File: src/rtl/id_alloc_arb.sv
// id_alloc_arb: shared tag pool with round-robin grant, per-requester limits and dual-port release.
module id_alloc_arb #(
  parameter int N_REQ = 4,
  parameter int NUM_ID = 16,
  parameter int ID_W = $clog2(NUM_ID),
  parameter int MAX_OUTST = 8,
  parameter int REQ_W = $clog2(N_REQ),
  parameter int OC_W = $clog2(MAX_OUTST + 1)
) (
  input  logic                    clk,
  input  logic                    rst,
  input  logic [N_REQ-1:0]        req_vld,
  output logic [N_REQ-1:0]        req_rdy,
  output logic [ID_W-1:0]         gnt_id,
  input  logic [1:0]              rel_vld,
  input  logic [2*ID_W-1:0]       rel_id,
  output logic                    err_dbl_free,
  output logic [ID_W-1:0]         err_id,
  output logic [ID_W:0]           free_cnt,
  output logic [N_REQ*OC_W-1:0]   outst_cnt
);
  logic [ID_W-1:0] fl [NUM_ID];
  logic [REQ_W-1:0] owner [NUM_ID];
  logic [OC_W-1:0] oc [N_REQ];
  logic [NUM_ID-1:0] in_use;
  logic [ID_W-1:0] head, tail, r0, r1;
  logic [REQ_W-1:0] rr, gi;
  logic [N_REQ-1:0] elig;
  logic gv, g, l0, l1, e0, e1;
  assign r0 = rel_id[ID_W-1:0];
  assign r1 = rel_id[2*ID_W-1:ID_W];
  assign l0 = rel_vld[0] & in_use[r0];
  // a duplicate of port 0's tag on port 1 is rejected even if port 0 itself was illegal
  assign l1 = rel_vld[1] & in_use[r1] & ~(rel_vld[0] & (r1 == r0));
  assign e0 = rel_vld[0] & ~l0;
  assign e1 = rel_vld[1] & ~l1;
  assign gnt_id = fl[head];
  assign g = |req_rdy;
  for (genvar i = 0; i < N_REQ; i++) begin : g_req
    assign elig[i] = req_vld[i] & (oc[i] < OC_W'(MAX_OUTST));
    assign outst_cnt[i*OC_W +: OC_W] = oc[i];
  end
  always_comb begin
    gv = 1'b0;
    gi = rr;
    for (int k = 1; k <= N_REQ; k++)
      if (!gv && free_cnt != '0 && elig[REQ_W'((int'(rr) + k) % N_REQ)]) begin
        gv = 1'b1;
        gi = REQ_W'((int'(rr) + k) % N_REQ);
      end
    req_rdy = (gv && !rst) ? N_REQ'(1) << gi : '0;
  end
  always_ff @(posedge clk or posedge rst) begin
    if (rst) begin
      for (int i = 0; i < NUM_ID; i++) begin
        fl[i] <= ID_W'(i);
        owner[i] <= '0;
      end
      for (int i = 0; i < N_REQ; i++) oc[i] <= '0;
      in_use <= '0;
      head <= '0;
      tail <= '0;
      free_cnt <= (ID_W+1)'(NUM_ID);
      rr <= REQ_W'(N_REQ - 1);
      err_dbl_free <= 1'b0;
      err_id <= '0;
    end else begin
      if (g) begin
        in_use[gnt_id] <= 1'b1;
        owner[gnt_id] <= gi;
        rr <= gi;
      end
      if (l0) begin
        fl[tail] <= r0;
        in_use[r0] <= 1'b0;
      end
      if (l1) begin
        fl[tail + ID_W'(l0)] <= r1;
        in_use[r1] <= 1'b0;
      end
      for (int i = 0; i < N_REQ; i++)
        oc[i] <= oc[i] + OC_W'(g && gi == REQ_W'(i)) - OC_W'(l0 && owner[r0] == REQ_W'(i))
                 - OC_W'(l1 && owner[r1] == REQ_W'(i));
      head <= head + ID_W'(g);
      tail <= tail + ID_W'(l0) + ID_W'(l1);
      free_cnt <= free_cnt + (ID_W+1)'(l0) + (ID_W+1)'(l1) - (ID_W+1)'(g);
      err_dbl_free <= e0 | e1;
      err_id <= e0 ? r0 : e1 ? r1 : err_id;
    end
  end
endmodule

File: config.mk
export PLATFORM = sky130hd
export DESIGN_NAME = id_alloc_arb
export DESIGN_NICKNAME = d
export VERILOG_FILES = /design/src/rtl/id_alloc_arb.sv
export SDC_FILE = /design/constraint.sdc
export NUM_CORES = 1
export LEC_CHECK = 0
export CAP_MARGIN = 20
export CORE_AREA = 2 2 159 161
export DETAILED_ROUTE_END_ITERATION = 8
export DIE_AREA = 0 0 161 163
export GPL_TIMING_DRIVEN = 0
export SKIP_CTS_REPAIR_TIMING = 1
export SLEW_MARGIN = 10
export SYNTH_ARGS = -nofsm -noshare
export SYNTH_HDL_FRONTEND = slang
export SYNTH_SLANG_ARGS = --single-unit
export TNS_END_PERCENT = 5
File: constraint.sdc
create_clock -name clk -period 6.6 [get_ports clk]
set_input_delay 1.32 -clock clk [delete_from_list [all_inputs] [get_ports clk]]
set_output_delay 1.32 -clock clk [all_outputs]
set_load 0.01 [all_outputs]
# Word level (Yosys, flattened, before mapping)
# Cells that the tools add are included.
# word_totals
register_bits,148
latchBits,0
mem_bits_rw,0
mem_bits_ro,0
input_bits,16
out_inout_bits,34
word_cells,216
mem_count,0
# classes
n_addsub,22
n_mul,0
div,0
magnitude_cmp,23
eq_ne,10
n_shift,1
n_mux,56
n_bitwise,25
reduce_logical,36
# ops
cell,n
$bwmux W64,2
$mux W64,2
$mux W16,3
$and A16 B16 Y16,2
$bwmux W32,1
$demux W4 S4,2
$not A16 Y16,2
$sub A4 B1 Y4,8
$ge A5 B5 Y1 const B,6
$not A4 Y5,6
$add A4 B1 Y4,7
$mux W4,7
$logic_and A1 B1 Y1,26
$mux W2,9
$mux W1,17
$bmux W2 S4,2
$bmux W4 S4,1
$lt A2 B4 Y1 const B,4
$lt A4 B4 Y1 const B,4
$or A16 B16 Y16,1
$lt A4 B5 Y1 const B,3
$lt A5 B1 Y1 const B,3
$demux W1 S4,3
$eq A2 B2 Y1 const B,6
19 further kinds,46

# Depth between registers and ports, before layout
# Gate-level depths: netlist of the first run.
# logic_depth
depth_word,27
ltp_mapped,19
mapped_depth_nobuf,16

# Least setup slack after synthesis of the first run
# No wires, ideal clock.
# synth_timing
path_type,input port to flip-flop
start,in rel_id[1]
end,reg fl[36] (netlist name)
setup_time_ns,0.125
t_arrival_ns,4.581
required_time_ns,6.475
slack_ns,1.894
stages,15
n_path_buf,3
path_cell_list,buf_2 -> mux4_2 -> mux2i_1 -> or2_2 -> nand2_1 -> buf_2 -> nand2_1 -> inv_1 -> ha_1 -> ha_1 -> clkbuf_1 -> nand2_1 -> or3_1 -> or2_2 -> mux2_2
# synth_via
elab_chain_cells,11
elab_cells_between_ends,17
classes_between,add/sub (1); order compare (2); eq/ne (1); mux (7); bitwise (5); reduce/logical (1)
# synth_rtl
element,line_no,text
start: declaration,16,"input logic [2*ID_W-1:0] rel_id,"
$bmux W1 S4,32,assign l0 = rel_vld[0] & in_use[r0];
$mux W1 (implied by the code),32,
$and A1 B1 Y1,32,
$add A4 B1 Y4,78,fl[tail + ID_W'(l0)] <= r1;
$not A4 Y5 (implied by the code),78,
$ge A5 B5 Y1 (implied by the code) / $lt A5 B1 Y1 (equally long branches),78,
$logic_and A1 B1 Y1 (implied by the code),78,
$mux W4 (implied by the code),78,
$demux W4 S4,78,
$bwmux W64,78,
$mux W64 (*),77,if (l1) begin
end signal: indexed assignment,56,fl[i] <= ID_W'(i);
end signal: indexed assignment,74,fl[tail] <= r0;
end signal: indexed assignment,78,
end: declaration,22,logic [ID_W-1:0] fl [NUM_ID];
# Mark *: on every way between the ends. The rest lies on a longest branch, timed or not. The select of a mux whose other input is x is not followed.
# A chain may end at the register's enable or synchronous reset.

# Final worst setup path of the first run
# layout_timing
start,in req_vld[2]
end,out req_rdy[3]
# layout_via
elab_chain_cells,20
elab_cells_between_ends,34
classes_between,shift (1); mux (21); bitwise (1); reduce/logical (11)
# layout_rtl
element,line_no,text
start: declaration,12,"input logic [N_REQ-1:0] req_vld,"
$and A1 B1 Y1 (*),40,assign elig[i] = req_vld[i] & (oc[i] < OC_W'(MAX_OUTST));
$bmux W1 S2,47,if (!gv && free_cnt != '0 && elig[REQ_W'((int'(rr) + k) % N_REQ)]) begin
$mux W1 (implied by the code) (2 in a row),47,
$logic_and A1 B1 Y1,47,
$mux W1,47,
$logic_not A1 Y1,47,
$logic_and A1 B1 Y1 (2 in a row),47,
$mux W1,47,
$logic_not A1 Y1,47,
$logic_and A1 B1 Y1 (2 in a row),47,
$mux W1,47,
$logic_not A1 Y1,47,
$logic_and A1 B1 Y1 (2 in a row),47,
$mux W2 / $mux W1 (equally long branches),47,
$shl A1 B2 Y4 / $logic_and A1 B1 Y1 (equally long branches),51,req_rdy = (gv && !rst) ? N_REQ'(1) << gi : '0;
$mux W4 (*),51,
end: declaration,13,"output logic [N_REQ-1:0] req_rdy,"
# Marks and branches as above.

==> impl_metrics.csv, run 1 <==
group,metric,value,unit
die,rows,58,
worst_setup_path,ff2ff_path_depth,14,
detailed_routing,route.met2.wl,13.7,mm
synth,synth-main-ff-cell,"dfrtp_1",
worst_setup_path,r2r_end,"fl[59]",
detailed_routing,totalWireLength,29.6,mm
detailed_routing,drt-met1-wl,13.4,mm
worst_setup_path,critPathCaptureType,"output pin",
power_and_ir_drop,switchingPower,2.23,mW
synth,ys_warn_count,0,
die,die_x,161,um
power_and_ir_drop,power.share.sequential,0.309,
synth,synth_enable_flop_cells,0,
final_layout,multi_input_area,5380,um2
die,io_pins,50,
clock_network,cts_tree,"yes",
power_and_ir_drop,irDropWorstVdd,0.185,mV
die,dieArea,26200,um2
placement,placed_area,10600,um2
final_layout,antenna_cells,0,
timing,maxClockFrequency,173,MHz
power_and_ir_drop,p_total,5.57,mW
global_routing,grt_max_degree,103,
timing,setup_viol,0,
placement,gp_congestion,0.928,
synth,synthesis.nets,918,
worst_setup_path,start_kind,"primary input",
detailed_routing,first_iter_violations,823,
timing,skew,0.0103,ns
worst_setup_path,required,5.28,ns
final_layout,area_delta_synth_final,15.7,%
detailed_routing,viasPerCell,5.92,
synth,avgSynthCellArea,11.1,um2
timing,tns,0,ns
detailed_routing,antenna_left,0,
worst_setup_path,critical_path_class,"primary input to output pin",
power_and_ir_drop,p_clk_frac,0.186,
power_and_ir_drop,combPwrFrac,0.505,
synth,ys_ff_latch,148,
final_layout,register_area,3750,um2
timing,slew_headroom,0.401,
worst_setup_path,cp.arrival,4.46,ns
clock_network,cts_buffers,17,
power_and_ir_drop,p_leak,4.64,nW
die,die_h,163,um
synth,synthesis.area,9650,um2
detailed_routing,vias,7563,
worst_setup_path,reg2reg_slack,2.13,ns
hold_path,holdPathEnd,"fl[37]",
global_routing,grt_pass1_vias,7578,
die,initial_core_util,0.391,
clock_network,cts-root-buf,"clkbuf_16",
placement,hpwl,21.7,mm
synth,synthArstFlopShare,1.00,
power_and_ir_drop,p_sw_frac,0.401,
detailed_routing,drc,0,
clock_network,cts_max_path_buffers,2,
run,cap_violations,0,
final_layout,drive_gt1_frac,0.246,
detailed_routing,wire_per_inst,23.2,um
final_layout,final_common_cell,"dfrtp_1",
timing,slew_violations,0,
power_and_ir_drop,p_int,3.34,mW
synth,postSynthCellCount,869,
final_layout,finalCoreUtilization,0.452,
detailed_routing,wl_met3,1.65,mm
timing,tightest_slew,0.899,ns
synth,yosysSeqAreaShare,0.388,
clock_network,clock_latency,0.43,ns
timing,post-route-period-util,0.876,
timing,layout_min_cycle_time,5.78,ns
status,outcome,"complete, no violations",
hold_path,hold_start,"fl[37]",
detailed_routing,top_layer,"met4",
worst_setup_path,rr_startpoint,"in_use[15]",
final_layout,fill_cells,2338,
hold_path,hp-class,"flip-flop to flip-flop",
final_layout,final_cell_area,11200,um2
global_routing,grt_pass1_wl,46.0,mm
clock_network,path_clk_slew,0.06,ns
final_layout,finalNonFillerCells,1277,
global_routing,antenna_found_initial,0,
final_layout,fin_nets,983,
clock_network,cts.sinks,148,
global_routing,overflow,0,
global_routing,track_usage,0.233,
power_and_ir_drop,power_density,499,nW/um2
die,core-area,24700,um2
clock_network,htreeDepth,4,
detailed_routing,drt-pass1-iter-count,5,
final_layout,layout_common_cells,"dfrtp_1, mux2_2, nor2_1",
placement,dp_cells,1245,
placement,io_buffers,45,
synth,synth_cell_types,79,
timing,grt_setup_unrepaired,"false",
timing,hold_viol_final,0,
worst_setup_path,path_max_fanout,10,
hold_path,min_path_cells,2,
==> synthesized netlist by cell type (all sizes together) (14+ instances only) <==
cell	instances	area, um2
dfrtp	113	2830
mux2	83	968
nor2	56	213
inv	52	195
nand2	49	191
mux4	41	935
dfstp	35	920
buf	32	213
clkbuf	30	113
nand3	29	155
mux2i	28	280
o2bb2ai	26	228
nor3	25	136
ha	23	288
o21ai	19	95.1
a21oi	18	93.8
nand2b	17	121
nor2b	16	108
xnor2	15	131
a32o	14	140
==> critical path, cell delays in order <==
cell	delay (ns)
clkdlybuf4s50_1	0.40
nand2b_1	0.09
buf_4	0.16
nand2_1	0.09
mux4_2	0.50
or4_1	0.56
a21oi_2	0.39
buf_4	0.25
and3_1	0.16
clkdlybuf4s50_1	0.53
==> state kept, by name, indices dropped and copies added, names as in the netlist, 4 cells and up <==
register / count
head: 4
free_cnt: 5
in_use: 16
outst_cnt: 16
err_id: 4
owner: 32
fl: 64
tail: 4
==> power by group through the flow <==
stage | Combinational, mW | Clock (mW) | Sequential, mW
2_1_floorplan | 1.95 | 0 | 1.64
3_3_place_gp | 2.75 | 0 | 1.71
3_5_place_dp | 2.79 | 0 | 1.72
4_1_cts | 2.81 | 1.05 | 1.71
5_1_grt | 3.04 | 1.09 | 1.77
6_report | 2.81 | 1.04 | 1.72
==> metal layers <==
metal | vias up | GRT usage
met1 | 3843 | 0.329
met5 | - | 0
met4 | 0 | 0.0816
met3 | 59 | 0.0354
li1 | 3342 | -
met2 | 319 | 0.366
==> area by class of cell <==
type	instances	area share
buffer	62	0.0291
clock buffer	20	0.0400
clock inverter	12	0.0150
inverter	54	0.0188
multi-input combinational	605	0.482
sequential	148	0.336
tap	330	0.0370
timing repair buffer	46	0.0428
==> how the worst max path moves through the flow <==
stage	start	slack (ns)	cells past startpoint	endpoint
6_report	req_vld[2]	0.82	10	req_rdy[3]
3_3_place_gp	rst	-1.17	2	fl[25]
5_1_grt	rel_id[0]	0.70	17	fl[59]
4_1_cts	req_vld[2]	0.82	10	req_rdy[3]
2_1_floorplan	rst	1.36	1	err_dbl_free
3_5_place_dp	rel_id[0]	0.54	17	fl[36]
==> stage by stage <==
| step | setup slack (ns) | hold slack [ns] |
|---|---|---|
| after detailed placement | 0.545 | 0.488 |
| after floorplan | 1.36 | 0.467 |
| after global placement | -1.17 | 0.480 |
| final | 0.819 | 0.503 |
| after global routing | 0.696 | 0.515 |
| after CTS | 0.823 | 0.500 |
==> cell families after synthesis <==
group / after synthesis / synth area share
fa+ha+maj: 33 / 0.0506
mux: 152 / 0.226
buf+inv: 116 / 0.0547
compound gates: 153 / 0.122
flops: 148 / 0.388
xor+xnor: 24 / 0.0218
simple gates: 243 / 0.136
No activity file was read; power rests on OpenSTA's default activity.
==> run 2, diff against run 1 <==
--- a/config.mk
+++ b/config.mk
@@ -7,11 +7,10 @@
 export LEC_CHECK = 0
 export CAP_MARGIN = 20
 export CORE_AREA = 2 2 159 161
+export CTS_CLUSTER_DIAMETER = 200
 export DETAILED_ROUTE_END_ITERATION = 8
 export DIE_AREA = 0 0 161 163
 export GPL_TIMING_DRIVEN = 0
-export SKIP_CTS_REPAIR_TIMING = 1
-export SLEW_MARGIN = 10
 export SYNTH_ARGS = -nofsm -noshare
 export SYNTH_HDL_FRONTEND = slang
 export SYNTH_SLANG_ARGS = --single-unit
==> results of run 2 <==
Final layout, timing and power as in run 1 (identical DEF).
